[config.mk]
export PLATFORM = sky130hd
export DESIGN_NAME = glitch_pulse_gen
export DESIGN_NICKNAME = d
export VERILOG_FILES = /design/src/rtl/glitch_pulse_gen.sv
export SDC_FILE = /design/constraint.sdc
export NUM_CORES = 1
export LEC_CHECK = 0
export CAP_MARGIN = 15
export CORE_AREA = 4 4 87 89
export CTS_CLUSTER_DIAMETER = 100
export DETAILED_ROUTE_END_ITERATION = 10
export DIE_AREA = 0 0 91 93
export HOLD_SLACK_MARGIN = 0.02
export PLACE_DENSITY = 0.65
export SKIP_CTS_REPAIR_TIMING = 1
export SLEW_MARGIN = 20
export SYNTH_ARGS = -nofsm -noshare
export SYNTH_HDL_FRONTEND = slang
export SYNTH_SLANG_ARGS = --single-unit
[constraint.sdc]
create_clock -name clk -period 3.7 [get_ports clk]
set_clock_uncertainty 0.1 [all_clocks]
set_input_delay 0.37 -clock clk [delete_from_list [all_inputs] [get_ports clk]]
set_output_delay 0.37 -clock clk [all_outputs]
set_load 0.05 [all_outputs]
[src/rtl/glitch_pulse_gen.sv]
// glitch_pulse_gen: trigger-to-glitch timing engine. Synchronises an external
// trigger, waits a latched delay after a qualifying edge, then emits one glitch
// pulse of latched width and strobes done.
// Optional macro GLITCH_RESET_SEQ_EN adds a target-reset phase after arm.
// Ports: clk, rst (async, active high), trigger_in, trig_falling, delay, width,
//        arm, abort -> pulse_out, pulse_en, target_reset, busy, done.
module glitch_pulse_gen #(
    parameter int DELAY_W    = 16,
    parameter int WIDTH_W    = 8,
    parameter int RST_CYCLES = 64
) (
    input  logic               clk,
    input  logic               rst,
    input  logic               trigger_in,
    input  logic               trig_falling,
    input  logic [DELAY_W-1:0] delay,
    input  logic [WIDTH_W-1:0] width,
    input  logic               arm,
    input  logic               abort,
    output logic               pulse_out,
    output logic               pulse_en,
    output logic               target_reset,
    output logic               busy,
    output logic               done
);

    localparam int CNT_W = (DELAY_W > WIDTH_W) ? DELAY_W : WIDTH_W;

`ifdef GLITCH_RESET_SEQ_EN
    localparam int RC_W = $clog2(RST_CYCLES + 1);
    typedef enum logic [2:0] {
        S_IDLE, S_RESET, S_ARMED, S_DELAY, S_PULSE, S_DONE
    } state_t;
`else
    typedef enum logic [2:0] {
        S_IDLE, S_ARMED, S_DELAY, S_PULSE, S_DONE
    } state_t;
`endif

    state_t state_q, state_d;
    logic [CNT_W-1:0]   cnt_q, cnt_d;
    logic [DELAY_W-1:0] dly_q, dly_d;
    logic [WIDTH_W-1:0] wid_q, wid_d;
    logic               fall_q, fall_d;
    logic               s1_q, s2_q, prev_q;
    logic               pulse_out_q, pulse_out_d;
    logic               pulse_en_q, pulse_en_d;
    logic               done_q, done_d;
    logic               evt;
`ifdef GLITCH_RESET_SEQ_EN
    logic [RC_W-1:0]    rcnt_q, rcnt_d;
    logic               trst_q, trst_d;
`endif

    // prev tracks s2 every cycle, so an already-active level never fires
    assign evt = fall_q ? (~s2_q & prev_q) : (s2_q & ~prev_q);

    always_comb begin
        state_d = state_q;
        cnt_d   = cnt_q;
        dly_d   = dly_q;
        wid_d   = wid_q;
        fall_d  = fall_q;
`ifdef GLITCH_RESET_SEQ_EN
        rcnt_d  = rcnt_q;
`endif
        if (abort && state_q != S_IDLE) begin
            state_d = S_IDLE;
        end else begin
            unique case (state_q)
                S_IDLE: begin
                    if (arm) begin
                        dly_d  = delay;
                        wid_d  = width;
                        fall_d = trig_falling;
`ifdef GLITCH_RESET_SEQ_EN
                        rcnt_d  = RC_W'(RST_CYCLES);
                        state_d = S_RESET;
`else
                        state_d = S_ARMED;
`endif
                    end
                end
`ifdef GLITCH_RESET_SEQ_EN
                S_RESET: begin
                    if (rcnt_q <= RC_W'(1)) state_d = S_ARMED;
                    else rcnt_d = rcnt_q - RC_W'(1);
                end
`endif
                S_ARMED: begin
                    if (evt) begin
                        if (dly_q != '0) begin
                            state_d = S_DELAY;
                            cnt_d   = CNT_W'(dly_q);
                        end else if (wid_q != '0) begin
                            state_d = S_PULSE;
                            cnt_d   = CNT_W'(wid_q);
                        end else begin
                            state_d = S_DONE;
                        end
                    end
                end
                S_DELAY: begin
                    if (cnt_q <= CNT_W'(1)) begin
                        if (wid_q != '0) begin
                            state_d = S_PULSE;
                            cnt_d   = CNT_W'(wid_q);
                        end else begin
                            state_d = S_DONE;
                        end
                    end else begin
                        cnt_d = cnt_q - CNT_W'(1);
                    end
                end
                S_PULSE: begin
                    if (cnt_q <= CNT_W'(1)) state_d = S_DONE;
                    else cnt_d = cnt_q - CNT_W'(1);
                end
                S_DONE:  state_d = S_IDLE;
                default: state_d = S_IDLE;
            endcase
        end

        // outputs are registered copies of the next-state decode
        pulse_out_d = (state_d == S_PULSE);
        pulse_en_d  = (state_d == S_ARMED) || (state_d == S_DELAY) ||
                      (state_d == S_PULSE);
        done_d      = (state_d == S_DONE);
`ifdef GLITCH_RESET_SEQ_EN
        trst_d      = (state_d == S_RESET);
`endif
    end

    always_ff @(posedge clk or posedge rst) begin
        if (rst) begin
            state_q     <= S_IDLE;
            cnt_q       <= '0;
            dly_q       <= '0;
            wid_q       <= '0;
            fall_q      <= 1'b0;
            s1_q        <= 1'b0;
            s2_q        <= 1'b0;
            prev_q      <= 1'b0;
            pulse_out_q <= 1'b0;
            pulse_en_q  <= 1'b0;
            done_q      <= 1'b0;
        end else begin
            state_q     <= state_d;
            cnt_q       <= cnt_d;
            dly_q       <= dly_d;
            wid_q       <= wid_d;
            fall_q      <= fall_d;
            s1_q        <= trigger_in;
            s2_q        <= s1_q;
            prev_q      <= s2_q;
            pulse_out_q <= pulse_out_d;
            pulse_en_q  <= pulse_en_d;
            done_q      <= done_d;
        end
    end

`ifdef GLITCH_RESET_SEQ_EN
    always_ff @(posedge clk or posedge rst) begin
        if (rst) begin
            rcnt_q <= '0;
            trst_q <= 1'b0;
        end else begin
            rcnt_q <= rcnt_d;
            trst_q <= trst_d;
        end
    end
    assign target_reset = trst_q;
`else
    assign target_reset = 1'b0;
`endif

    assign pulse_out = pulse_out_q;
    assign pulse_en  = pulse_en_q;
    assign done      = done_q;
    assign busy      = (state_q != S_IDLE);

endmodule

==> results.yml, run 1 <==
logic_synthesis:
  synth_compound_area_frac: 0.171
  syn_area_um2: 2620
  synth-edff-count: 0
  syn_inst: 256
  syn_nets: 288
  ys_types: 48
  synth_top_family_by_area: "simple AND/OR/NAND/NOR gates"
  yosys.area_share.simple: 0.183
  yosys-mux-area-fraction: 0.116
  synth_warnings: 0
  synth_xor_xnor_area_share: 0.00334
  syn_area_per_cell_um2: 10.2
  yosys_most_used_dff: "dfrtp_1"
  ys_seq_area_frac: 0.478
  ys_ff_latch: 50
  ys_async_sr_fraction: 1.00
  synthAdderAreaFrac: 0.00955
placement:
  place_ws_ps: 656
  dp_hpwl_um: 4570
  placed_cells: 360
  io_buffer_count: 33
  place_congestion: 0.886
sta:
  fin_crit_sh: 0.825
  whs_ps: 249
  worst_slack_ps: 649
  setup_violations: 0
  maxSlewHeadroom: 0.428
  rsz0062_at_grt: "false"
  fin_crit_ps: 3050
  max_freq_ghz: 0.328
  finalHoldViolCount: 0
  tightest_slew_ps: 857
  slew_viol_final: 0
  finalSetupTns_ps: 0
global_route:
  grt_max_degree: 51
  grt_pass1_vias: 2097
  grt_pass1_wl_um: 10700
  grt-ovfl-total: 0
  antenna_found_initial: 0
  grt.total_usage: 0.158
floorplanning:
  start_util: 0.388
  die_x_um: 91
  core_um2: 6760
  ios: 35
  die_y_um: 93
  row_count: 30
  die-area_um2: 8460
worst_setup_path:
  worstPathRequired_ps: 3840
  worstSetupPathType: "register to register"
  start_kind: "register"
  worstSetupEndpointType: "register"
  worstSetupStartpoint: "cnt_q[9]$_DFFE_PP0P_"
  path_max_fanout: 9
  cp.arrival_ps: 3190
  r2r-start: "cnt_q[9]$_DFFE_PP0P_"
clock_network:
  cts_tree: "yes"
  cts_max_level: 2
  cts_made_buffers: 5
  cts_max_path_buffers: 2
  clkSlewWorstSetupHoldPaths_ps: 90
  clkSinkCount: 50
  clk_latency_ps: 300
  cts-root-buf: "clkbuf_8"
status:
  status: "complete, no violations"
worst_hold_path:
  holdCritPathClass: "register to register"
  min_from: "s1_q$_DFF_PP0_"
drt:
  firstDrtPassIters: 4
  drcViolationCount: 0
  ant_nets: 0
  routed_wirelength_um: 6360
  drt_iter0_markers: 171
  wl_per_cell_um: 17.3
  vias: 2153
  via_per_inst: 5.87
pwr:
  irDropWorstVdd_v: 0.000287
  pwr_density_cell_nw_per_um2: 722
  cellLeakagePower_nw: 1.20
final_layout:
  layout.cells.non_filler: 367
  diodes: 0
  areaGrowthSynthToFinish_pct: 18.2
  fillers: 659
  utilization: 0.459
  num-nets-final: 319
  drive_gt1_frac: 0.150
  regArea_um2: 1250
  multi_input_comb_area_um2: 1270
flow_run:
  max_cap_viol_count: 0
## state kept, by name, indices dropped and copies added, names as in the netlist
name / flops
prev_q: 1
state_q: 3
wid_q: 8
s2_q: 1
done: 1
dly_q: 16
cnt_q: 16
pulse_out: 1
fall_q: 1
s1_q: 1
pulse_en: 1
## Yosys cell counts, types with 2 or more instances
library cell / n / area [µm²]
dfrtp_1: 50 / 1250
mux2_2: 26 / 293
nor2_1: 21 / 78.8
o21ai_0: 21 / 105
nor4_1: 14 / 87.6
a21oi_1: 13 / 65.1
nand2_1: 11 / 41.3
clkbuf_1: 9 / 33.8
nor3_1: 8 / 40.0
or4_1: 8 / 60.1
inv_1: 7 / 26.3
a22o_1: 6 / 52.6
o2bb2ai_1: 5 / 43.8
nand2b_1: 4 / 25.0
o221ai_1: 4 / 35.0
or3_1: 4 / 25.0
a221o_1: 2 / 20.0
a31oi_1: 2 / 12.5
a32o_1: 2 / 20.0
buf_2: 2 / 10.0
buf_4: 2 / 15.0
ha_1: 2 / 25.0
nor3b_1: 2 / 15.0
nor4b_1: 2 / 17.5
o211ai_1: 2 / 15.0
o21a_1: 2 / 15.0
o22ai_1: 2 / 12.5
o31a_1: 2 / 17.5
or2_2: 2 / 12.5
## worst paths after layout
| check | end | slack [ps] | cells past startpoint |
|---|---|---|---|
| max in group asynchronous | cnt_q[0]$_DFFE_PP0P_ | 2550 | 2 |
| setup reg to reg | state_q[2]$_DFF_PP0_ | 650 | 6 |
| hold reg to reg | s2_q$_DFF_PP0_ | 250 | 0 |
| min in group asynchronous | pulse_en$_DFF_PP0_ | 430 | 2 |
| hold / removal | s2_q$_DFF_PP0_ | 250 | 0 |
| setup / recovery | state_q[2]$_DFF_PP0_ | 650 | 6 |
## power breakdown
part	switching (mW)	internal, mW	leakage, nW
logic	0.442	0.435	0.562
registers	0.267	0.787	0.604
clock network	0.174	0.131	0.0383
## metrics by stage
stage / area, µm² / power [mW]
2_1_floorplan: 2620 / 1.67
3_3_place_gp: 3020 / 1.92
3_5_place_dp: 3020 / 1.94
4_1_cts: 3100 / 2.25
5_1_grt: 3100 / 2.41
6_report: 3100 / 2.24
## worst max-delay path, cell delays in order, from the launching register on
cell and delay, ps:
dfrtp_1 450, or4_1 630, or3_1 470, nor4_1 560, a21oi_1 140, or3b_2 500, a21oi_1 140
## routing by layer
metal	up-vias	track usage	wire length, µm
met5	-	0	0
met4	0	0.0440	53
met3	4	0.0298	392
met2	70	0.254	2970
met1	1054	0.219	2940
li1	1025	-	-
## cells in the final DEF (no fill, tap or decap), drive strengths merged, types with 2 or more instances in the layout
cell type / netlist / layout
a221o: 2 / 2
dfrtp: 50 / 50
a32o: 2 / 2
nor4b: 2 / 2
nand2: 12 / 12
mux2: 26 / 26
or2: 2 / 2
o211ai: 2 / 2
buf: 5 / 5
clkinv: 1 / 2
a31oi: 2 / 2
nand2b: 4 / 4
o31a: 2 / 2
o221ai: 4 / 4
o22ai: 2 / 2
o21ai: 21 / 21
ha: 2 / 2
or3: 4 / 4
clkbuf: 9 / 7
nor3: 8 / 8
o21a: 2 / 2
a22o: 6 / 6
or4: 9 / 9
nor4: 14 / 14
nor2: 21 / 21
o2bb2ai: 5 / 5
clkdlybuf4s50: 0 / 33
inv: 7 / 6
a21oi: 13 / 13
nor3b: 2 / 2
## kinds of logic after synthesis
kind of cell / Yosys count
fa+ha+maj: 2
simple gates: 86
flops: 50
other cells: 1
buf+inv: 22
compound gates: 67
xor+xnor: 1
mux: 27
## cell type report
class                           count  share of cell area
Tap cell                           80              0.0323
Clock buffer                        7              0.0246
Timing Repair Buffer               38               0.119
Sequential cell                    50               0.404
Inverter                            8              0.0101
Multi-Input combinational cell    184               0.410
(Power assumes the default switching activity.)
==> run 2, diff against run 1 <==
clock period = 2.94 ns   (was 3.7 ns; I/O delays follow)
==> run 2 against run 1 <==
  * Sequential share of layout area shrank 2.2 points
  * Cell count grew 4.1%
  * First-iteration DRC count shrank 11%
  * Total power grew 37%
  * Sequential power grew 23%
  * Global-route usage grew 0.52 points
  * Wire length grew 3.0%
==> results.yml, run 2 (synthesis results as in run 1) <==
floorplanning:
  row_count: 30
  die_x_um: 91
  die-area_um2: 8460
  die_y_um: 93
  ios: 35
  core_um2: 6760
  start_util: 0.388
drt:
  drt_iter0_markers: 152
  drcViolationCount: 0
  wl_per_cell_um: 17.1
  vias: 2235
  ant_nets: 0
  firstDrtPassIters: 4
  routed_wirelength_um: 6550
  via_per_inst: 5.85
placement:
  place_congestion: 0.946
  place_ws_ps: 24.4
  placed_cells: 374
  dp_hpwl_um: 4820
  io_buffer_count: 33
  placed_area_um2: 3150
sta:
  fin_crit_sh: 0.965
  max_freq_ghz: 0.353
  setup_violations: 0
  tightest_slew_ps: 565
  worst_slack_ps: 104
  slew_viol_final: 0
  rsz0062_at_grt: "false"
  maxSlewHeadroom: 0.623
  finalSetupTns_ps: 0
  finalHoldViolCount: 0
  fin_crit_ps: 2840
  whs_ps: 256
pwr:
  switching_share: 0.382
  p_clk_frac: 0.158
  irDropWorstVdd_v: 0.000381
  comb_power_share: 0.420
  pwr_density_cell_nw_per_um2: 932
  seqPwrFrac: 0.422
  cellLeakagePower_nw: 1.30
  switchingPower_mw: 1.17
  internal_power_mw: 1.89
  finalPower_mw: 3.06
final_layout:
  diodes: 0
  mostFrequentLayoutCells: "dfrtp_1, clkdlybuf4s50_1, mux2_2"
  drive_gt1_frac: 0.205
  fin_area_um2: 3280
  final_common_cell: "dfrtp_1"
  num-nets-final: 333
  layout.cells.non_filler: 382
  regArea_um2: 1250
  multi_input_comb_area_um2: 1290
  fillers: 635
  utilization: 0.485
  areaGrowthSynthToFinish_pct: 25.2
  top_regs: "cnt_q x16, dly_q x16, wid_q x8"
clock_network:
  clkSinkCount: 50
  clk_latency_ps: 310
  clkSlewWorstSetupHoldPaths_ps: 90
  cts_max_path_buffers: 2
  cts_made_buffers: 5
  cts_max_level: 2
  cts-root-buf: "clkbuf_8"
  cts_tree: "yes"
status:
  status: "complete, no violations"
worst_hold_path:
  holdCritPathClass: "input pin to async pin"
worst_setup_path:
  cp.arrival_ps: 2940
  worstSetupPathType: "register to register"
  worstPathRequired_ps: 3050
  path_max_fanout: 7
  start_kind: "register"
  worstSetupStartpoint: "cnt_q[6]$_DFFE_PP0P_"
  worstSetupEndpointType: "register"
  r2r-start: "cnt_q[6]$_DFFE_PP0P_"
global_route:
  grt.total_usage: 0.163
  antenna_found_initial: 0
  grt_pass1_vias: 2174
  grt-ovfl-total: 0
  grt_pass1_wl_um: 11000
  grt_max_degree: 27
flow_run:
  max_cap_viol_count: 0
-- run 2: worst paths after layout --
check	to	slack, ps	cells past startpoint
max reg2reg	cnt_q[7]$_DFFE_PP0P_	100	6
min in group clk	s2_q$_DFF_PP0_	260	0
max	cnt_q[7]$_DFFE_PP0P_	100	6
min	state_q[0]$_DFF_PP0_	260	2
min reg2reg	s2_q$_DFF_PP0_	260	0
max in group asynchronous	dly_q[9]$_DFFE_PP0P_	1960	3
-- run 2: routing by layer --
metal,routed length (µm),GRT usage,part of all wire
met1,2950,0.221,0.45
met3,373,0.0298,0.057
met4,153,0.0666,0.023
met2,3070,0.259,0.47
met5,0,0,0
-- run 2: area by class of cell --
cell class / count / share of cell area
Inverter: 8 / 0.0103
Multi-Input combinational cell: 184 / 0.393
Clock inverter: 1 / 0.00916
Tap cell: 80 / 0.0305
Timing Repair Buffer: 52 / 0.152
Clock buffer: 7 / 0.0233
Sequential cell: 50 / 0.382
-- run 2: power by group through the flow --
stage	combinational, mW	sequential [mW]	clock [mW]
after floorplan	0.854	1.24	0
after global placement	1.24	1.29	0
after detailed placement	1.26	1.30	0
after CTS	1.27	1.28	0.494
after global routing	1.42	1.34	0.519
final	1.28	1.29	0.484
-- run 2: worst max-delay path: stages (launching register included) --
cell and delay (ps):
dfrtp_1 390, or4_4 560, or4_4 460, or4_4 590
and3_1 200, a221o_1 260, a22o_1 180
==> run 3, diff against run 2 <==
CAP_MARGIN = not set   (was 15)
==> results of run 3 <==
The final DEF is identical to that of run 2; final timing and power are the same.
